===== config.mk =====
export PLATFORM = sky130hd
export DESIGN_NAME = mul_hilo_ctrl
export DESIGN_NICKNAME = d
export VERILOG_FILES = /design/src/rtl/mul_hilo_ctrl_pkg.sv /design/src/rtl/mul_hilo_ctrl_mul.sv /design/src/rtl/mul_hilo_ctrl.sv
export SDC_FILE = /design/constraint.sdc
export NUM_CORES = 2
export LEC_CHECK = 0
export ABC_AREA = 1
export BUFFER_PORTS_ARGS = -buffer_cell sky130_fd_sc_hd__buf_2
export CORE_ASPECT_RATIO = 0.9
export CORE_MARGIN = 2
export CORE_UTILIZATION = 35
export CTS_CLUSTER_DIAMETER = 150
export DETAILED_ROUTE_END_ITERATION = 8
export PLACE_DENSITY = 0.47
export REMOVE_ABC_BUFFERS = 1
export SETUP_SLACK_MARGIN = 0.02
export SLEW_MARGIN = 0
export SYNTH_ARGS = -nofsm -noshare
export SYNTH_HDL_FRONTEND = slang
export SYNTH_SLANG_ARGS = --single-unit

===== constraint.sdc =====
create_clock -name clk -period 7.74 [get_ports clk]
set_input_delay 0.387 -clock clk [delete_from_list [all_inputs] [get_ports clk]]
set_output_delay 0.387 -clock clk [all_outputs]
set_load 0.02 [all_outputs]

===== src/rtl/mul_hilo_ctrl_pkg.sv =====
// Shared definitions for the HI/LO control unit: request op codes, FSM states
// and small op-classification helpers used by the controller.
package mul_hilo_ctrl_pkg;

   localparam int OP_W   = 4;
   localparam int DATA_W = 32;

   typedef enum logic [OP_W-1:0] {
      OP_MULT  = 4'd0,
      OP_MULTU = 4'd1,
      OP_MADD  = 4'd2,
      OP_MADDU = 4'd3,
      OP_MSUB  = 4'd4,
      OP_MSUBU = 4'd5,
      OP_MTHI  = 4'd6,
      OP_MTLO  = 4'd7
   } op_t;

   typedef enum logic [1:0] {
      ST_IDLE = 2'd0,
      ST_WAIT = 2'd1,
      ST_ACC  = 2'd2
   } state_t;

   // Plain multiplies that write the product straight into HI/LO.
   function automatic logic isMulOnly(input logic [OP_W-1:0] op);
      return (op == OP_MULT) || (op == OP_MULTU);
   endfunction

   function automatic logic isAccum(input logic [OP_W-1:0] op);
      return (op == OP_MADD) || (op == OP_MADDU) ||
             (op == OP_MSUB) || (op == OP_MSUBU);
   endfunction

   function automatic logic isSubOp(input logic [OP_W-1:0] op);
      return (op == OP_MSUB) || (op == OP_MSUBU);
   endfunction

   function automatic logic isSignedOp(input logic [OP_W-1:0] op);
      return (op == OP_MULT) || (op == OP_MADD) || (op == OP_MSUB);
   endfunction

endpackage


===== src/rtl/mul_hilo_ctrl_mul.sv =====
// Two-stage 32x32 multiplier: partial products are registered on every edge,
// and the final 64-bit sum is formed combinationally in the following cycle.
module mul (
   input  logic        mul_clk,
   input  logic        resetn,
   input  logic        mul_signed,
   input  logic [31:0] x,
   input  logic [31:0] y,
   output logic [63:0] result
);

   logic        w_xSign;
   logic        w_ySign;
   logic [63:0] w_xExt64;
   logic [63:0] w_yLo64;
   logic [47:0] w_xExt48;
   logic [47:0] w_yHi48;
   logic [63:0] w_ppLo;
   logic [47:0] w_ppHi;
   logic [63:0] r_ppLo;
   logic [47:0] r_ppHi;

   // y is split into an unsigned low half and a (possibly signed) high half,
   // so the high partial product only needs 48 bits modulo 2^48.
   assign w_xSign  = mul_signed & x[31];
   assign w_ySign  = mul_signed & y[31];
   assign w_xExt64 = {{32{w_xSign}}, x};
   assign w_yLo64  = {48'd0, y[15:0]};
   assign w_xExt48 = {{16{w_xSign}}, x};
   assign w_yHi48  = {{32{w_ySign}}, y[31:16]};
   assign w_ppLo   = w_xExt64 * w_yLo64;
   assign w_ppHi   = w_xExt48 * w_yHi48;

   always_ff @(posedge mul_clk) begin
      if (!resetn) begin
         r_ppLo <= '0;
         r_ppHi <= '0;
      end else begin
         r_ppLo <= w_ppLo;
         r_ppHi <= w_ppHi;
      end
   end

   assign result = r_ppLo + {r_ppHi, 16'd0};

endmodule


===== src/rtl/mul_hilo_ctrl.sv =====
// Execute-stage HI/LO controller: issues multiply-class ops to the multiplier,
// commits products or accumulated sums to HI/LO, and handles MTHI/MTLO.
module mul_hilo_ctrl
   import mul_hilo_ctrl_pkg::*;
(
   input  logic              clk,
   input  logic              reset,
   input  logic              req_valid,
   output logic              req_ready,
   input  logic [OP_W-1:0]   req_op,
   input  logic [DATA_W-1:0] req_src1,
   input  logic [DATA_W-1:0] req_src2,
   input  logic              flush,
   output logic [DATA_W-1:0] hi,
   output logic [DATA_W-1:0] lo,
   output logic              busy
);

   state_t            r_state;
   state_t            w_stateNext;
   logic [OP_W-1:0]   r_op;
   logic [63:0]       r_prod;
   logic [DATA_W-1:0] r_hi;
   logic [DATA_W-1:0] r_lo;

   logic              w_accept;
   logic              w_mulResetn;
   logic              w_mulSigned;
   logic [63:0]       w_product;
   logic [63:0]       w_hiLo;
   logic [63:0]       w_sum;

   assign req_ready   = (r_state == ST_IDLE);
   assign busy        = (r_state != ST_IDLE);
   assign w_accept    = req_valid & req_ready & ~flush;
   assign w_mulResetn = ~reset;
   assign w_mulSigned = isSignedOp(req_op);

   mul u_mul (
      .mul_clk    (clk),
      .resetn     (w_mulResetn),
      .mul_signed (w_mulSigned),
      .x          (req_src1),
      .y          (req_src2),
      .result     (w_product)
   );

   // Accumulate path wraps modulo 2^64 for both signed and unsigned variants.
   assign w_hiLo = {r_hi, r_lo};
   assign w_sum  = isSubOp(r_op) ? (w_hiLo - r_prod) : (w_hiLo + r_prod);

   // Next-state logic; flush always wins over any pending commit.
   always_comb begin
      w_stateNext = r_state;
      case (r_state)
         ST_IDLE: begin
            if (w_accept && (isMulOnly(req_op) || isAccum(req_op))) begin
               w_stateNext = ST_WAIT;
            end
         end
         ST_WAIT: begin
            if (flush || !isAccum(r_op)) begin
               w_stateNext = ST_IDLE;
            end else begin
               w_stateNext = ST_ACC;
            end
         end
         ST_ACC: begin
            w_stateNext = ST_IDLE;
         end
         default: begin
            w_stateNext = ST_IDLE;
         end
      endcase
   end

   always_ff @(posedge clk) begin
      if (reset) begin
         r_state <= ST_IDLE;
         r_op    <= '0;
         r_prod  <= '0;
         r_hi    <= '0;
         r_lo    <= '0;
      end else begin
         r_state <= w_stateNext;
         if (w_accept) begin
            r_op <= req_op;
            if (req_op == OP_MTHI) begin
               r_hi <= req_src1;
            end
            if (req_op == OP_MTLO) begin
               r_lo <= req_src1;
            end
         end
         if ((r_state == ST_WAIT) && !flush) begin
            if (isAccum(r_op)) begin
               r_prod <= w_product;
            end else begin
               {r_hi, r_lo} <= w_product;
            end
         end
         if ((r_state == ST_ACC) && !flush) begin
            {r_hi, r_lo} <= w_sum;
         end
      end
   end

   assign hi = r_hi;
   assign lo = r_lo;

endmodule


Yosys cells after proc, flatten, opt, wreduce, memory -nomap -nowiden --
Cells that the tools add are included.
Word-level totals: register bits 246, input bits 72, output and inout bits 66, logic and storage cells 66
Cells by class: add/subtract/negate cells 3, multipliers 2, eq/ne operators 14, multiplexer cells 14, bitwise logic cells 5, reduce and logical (&&, ||, !) cells 21
Operator list (number):
- $mux 32 | 10
- $add 64x64->64 | 2
- $mux 64 | 1
- $sub 64x64->64 | 1
- $mul 33x17->50 | 1
- $mul 33x17->48 | 1
- $eq 4x3->1 const B | 6
- $eq 4x2->1 const B | 4
- $logic_or 1x1->1 | 12
- $and 1x1->1 | 4
- $eq 4x1->1 const B | 1
- $logic_not 4->1 | 1
- $mux 2 | 2
- $pmux 2 s2 | 1
- $logic_and 1x1->1 | 3
- $eq 2x1->1 const B | 1
- $eq 2x2->1 const B | 1
- $logic_not 1->1 | 2
- $logic_not 2->1 | 1
- $ne 2x1->1 const B | 1
- $reduce_and 2->1 | 1
- $reduce_bool 2->1 | 1
- $not 1->1 | 1

Logic depth before layout (Yosys ltp) --
word-level depth 8, mapped depth 28, depth with buffers taken out 28

Hierarchy --
From an unflattened synthesis, not the netlist that was laid out.
Second synthesis, totals: cells, all modules 8932, area total of the unflattened synthesis 60180.2 um^2
By module, submodules not included:
- mul | times used 1, cells an instance 6433, area each 46305.7 um^2, sequential area each 1961.9 um^2
- mul_hilo_ctrl | times used 1, cells an instance 2499, area each 13874.6 um^2, sequential area each 2662.6 um^2

Least setup slack after synthesis --
No wires, ideal clock.
kind input port to flip-flop, start input req_src1[31], end register u_mul.r_ppLo[44], setup time 0.113 ns, arrival time 5.762 ns, required time 7.627 ns, path slack 1.865 ns, stages 24, buffers on the path 2, cells stage by stage clkbuf_1 -> clkbuf_1 -> nand2_1 -> nor2_1 -> fa_1 -> fa_1 -> inv_1 -> fa_1 -> fa_1 -> inv_1 -> fa_1 -> inv_1 -> fa_1 -> inv_1 -> ha_1 -> nand2_1 -> nor2_1 -> nand2_1 -> nor3_1 -> nand3_1 -> nand3_1 -> nand2_1 -> nand2_1 -> nor2_1
On the way: cells in the longest elaborated chain, start to end 2
RTL lines:
- start: declaration | line mul_hilo_ctrl.sv:11 | input logic [DATA_W-1:0] req_src1,
- $and 1x1->1 | line mul_hilo_ctrl_mul.sv:25 | assign w_xSign = mul_signed & x[31];
- $mul 33x17->50 * | line mul_hilo_ctrl_mul.sv:31 | assign w_ppLo = w_xExt64 * w_yLo64;
- end signal: assignment | line mul_hilo_ctrl_mul.sv:39 | r_ppLo <= w_ppLo;
- end: declaration | line mul_hilo_ctrl_mul.sv:20 | logic [63:0] r_ppLo;
Mark *: on every way between the ends. The rest lies on a longest branch, timed or not. A chain may end at the register's enable or synchronous reset.

Final worst setup path --
start input req_op[3], end register u_mul.r_ppLo[46]
On the way: cells in the longest elaborated chain, start to end 5, elaborated cells between the ends (all ways) 7, those cells by class mul (1); eq/ne (2); bitwise (1); reduce/logical (3)
RTL lines:
- start: declaration | line mul_hilo_ctrl.sv:10 | input logic [OP_W-1:0] req_op,
- $eq 4x2->1 or $logic_not 4->1 (tied branches) | line mul_hilo_ctrl_pkg.sv:40 | return (op == OP_MULT) || (op == OP_MADD) || (op == OP_MSUB);
- $logic_or 1x1->1 | line mul_hilo_ctrl_pkg.sv:40
- $logic_or 1x1->1 * | line mul_hilo_ctrl_pkg.sv:40
- $and 1x1->1 * | line mul_hilo_ctrl_mul.sv:25
- $mul 33x17->50 * | line mul_hilo_ctrl_mul.sv:31
Marks and branches as above.

==> impl_metrics.json <==
{
  "final_cell_mix": "nand2_1 (2550), inv_1 (2407), fa_1 (1027)",
  "maxCapViolCount": 0,
  "synth_simple_gate_area_share_pct": 24.7,
  "synth_fa_ha_area_share_pct": 41.4,
  "drt-pass1-iter-count": 5,
  "fill_cells": 18700,
  "cts.htree.levels": 1,
  "path_max_fanout": 16,
  "yosys-top-cells-area": "fa_1 (34%), nand2_1 (16%), inv_1 (15%)",
  "finalSetupViolCount": 0,
  "die_x_um": 440,
  "via_per_inst": 4.95,
  "syn_area_per_cell_um2": 6.71,
  "start_util_pct": 35.1,
  "worstMarginPinSlew_ns": 1.09,
  "rsz0062_at_grt": "no",
  "hold_buffers": 0,
  "post_cts_resized": 0,
  "yosysTopAreaCell": "fa_1",
  "wl_met1_um": 121000,
  "die_area_mm2": 0.175,
  "syn_area_mm2": 0.0600,
  "layout_commonest_cell": "nand2_1",
  "hpwlAfterDp_um": 216000,
  "tns_ns": 0,
  "syn_inst": 8942,
  "ys_ff_latch": 231,
  "crit_arrival_ns": 7.88,
  "wl_met3_um": 17700,
  "core_mm2": 0.171,
  "cts_sinks": 231,
  "cp-end-kind": "flop",
  "max_freq_ghz": 0.136,
  "clkSlewWorstSetupHoldPaths_ns": 0.08,
  "clk_latency_ns": 0.66,
  "async_flop_share_pct": 0,
  "yosysSeqAreaShare_pct": 7.71,
  "synth_mux_area_share_pct": 0.0334,
  "status": "finished, final reports clean",
  "tritoncts": "built",
  "overflow": 0,
  "crit_type": "in2reg",
  "min_period_ns": 7.34,
  "cts_setup_buffers": 0,
  "routed_wl_um": 254000,
  "drt_iter0_markers": 5101,
  "yosysUniqueCellTypes": 52,
  "grt_pass1_vias": 56500,
  "drv_slew": 0,
  "synth-compound-area-share_pct": 7.26,
  "required_ns": 8.28,
  "synth_edf_count": 0,
  "antenna_found_initial": 7,
  "hold_violations": 0,
  "multiInputGateArea_mm2": 0.0451,
  "crit_chain": "buf_2 -> nor2_2 -> nand2_2 -> buf_4 -> nor2_1 -> fa_1 -> fa_1 -> inv_1 -> fa_1 -> fa_1 -> fa_1 -> fa_1 -> inv_1 -> ha_1 -> a21oi_1 -> o21ai_0 -> nand2_1 -> o211ai_1 -> a21oi_1 -> nand3_1 -> o21ai_0 -> a21oi_1",
  "pin_count": 138,
  "period_share_pct": 94.8,
  "area_growth_pct": 8.16,
  "routed.top_layer": "met5",
  "drive_gt1_share_pct": 4.85,
  "synth_xor_area_share_pct": 1.62,
  "globalplace.congestion": 0.974,
  "drtAntennaViolNets": 0,
  "synth_top_family_by_area": "adder cells",
  "regArea_mm2": 0.00462,
  "io_buffers": 137,
  "cpMostUsedCell": "fa_1",
  "drc": 0,
  "grt_util_all_layers_pct": 29.4,
  "critPathSlowestCell": "fa_1",
  "grt_pass1_wl_um": 378000,
  "die_h_um": 397,
  "clk_path_buf_depth": 3,
  "slowest_delay_ns": 0.71,
  "synth_top_area_share_pct": 34.3,
  "slew_headroom_pct": 27.1,
  "cts_root_buffer": "clkbuf_16",
  "layout.nets": 10400,
  "wl_per_cell_um": 22.5,
  "rows": 144,
  "synth-main-ff-cell": "dfxtp_1",
  "setup.worst_path.start_class": "primary input",
  "vias": 55700,
  "hold_path_class": "in2reg",
  "wl_met2_um": 109000,
  "cts_buffers": 31,
  "yosysWarningCount": 0,
  "fin_worst_skew_ns": 0.0518,
  "grt_max_degree": 89
}
## layer usage
| layer | GRT usage, % | vias up |
|---|---|---|
| li1 | - | 26100 |
| met1 | 43.8 | 27600 |
| met2 | 45.3 | 1812 |
| met3 | 3.83 | 202 |
| met4 | 5.58 | 4 |
| met5 | 0 | - |
## worst paths after layout
path / startpoint / endpoint / slack [ns] / depth (start not counted)
min reg2reg: u_mul.r_ppLo[11] / r_prod[11] / 0.50 / 2
min: req_op[3] / r_state[0] / 0.05 / 4
max reg2reg: r_prod[0] / hi[26] / 2.24 / 20
max: req_op[3] / u_mul.r_ppLo[46] / 0.40 / 22
## per-stage QoR
step / area [um^2] / utilization, % / hold slack, ns / cells / worst slack (ns)
final: 64900 / 38.0 / 0.0521 / 11300 / 0.399
after global routing: 64900 / 38.0 / 0.0293 / 11300 / 0.0457
after CTS: 64900 / 38.0 / 0.00668 / 11300 / 0.0856
after detailed placement: 63800 / 37.4 / 0.473 / 11200 / -0.643
after global placement: 63800 / 37.4 / 0.474 / 11200 / -0.658
after floorplan: 58800 / - / 0.450 / 8622 / 1.87
## registers in the layout, indices dropped and copies added, names as in the netlist
name / count
lo: 32
u_mul.r_ppHi: 48
r_prod: 64
u_mul.r_ppLo: 50
hi: 32
r_op: 3
r_state: 2
## area by class of cell
| type | instances | share of cell area [%] |
|---|---|---|
| multi-input combinational | 5970 | 69.4 |
| inverter | 2421 | 14.0 |
| tap | 2263 | 4.36 |
| antenna | 2 | 0.00771 |
| clock inverter | 19 | 0.333 |
| clock buffer | 39 | 1.32 |
| sequential | 231 | 7.12 |
| timing repair buffer | 315 | 3.43 |
## cell usage after synthesis (33+ instances only)
cell type and instances:
ha_1 344, dfxtp_1 231, nand3_1 340, nand4_1 60, o21ai_0 240, a21oi_1 371, nand2_1 2550, o211ai_1 47
xor2_1 79, nor2_1 599, clkbuf_1 287, o21bai_1 33, fa_1 1027, inv_1 2408, nor3_1 47
## critical path: cells and delay by family
family / cells / cell delay (ns)
buf+inv: 4 / 0.66
simple gates: 5 / 1.49
compound gates: 6 / 1.59
fa+ha+maj: 7 / 3.73
## logic make-up (layout without fill, tap and decap cells)
logic type | count (synthesis) | in the layout
other cells | 0 | 2
fa+ha+maj | 1371 | 1371
buf+inv | 2741 | 2794
simple gates | 3692 | 3692
mux | 2 | 2
flops | 231 | 231
xor+xnor | 111 | 111
compound gates | 794 | 794
Power is left out: the tool's default activity adds up to more than one toggle a clock period on the data nets, which glitch-free logic cannot reach.
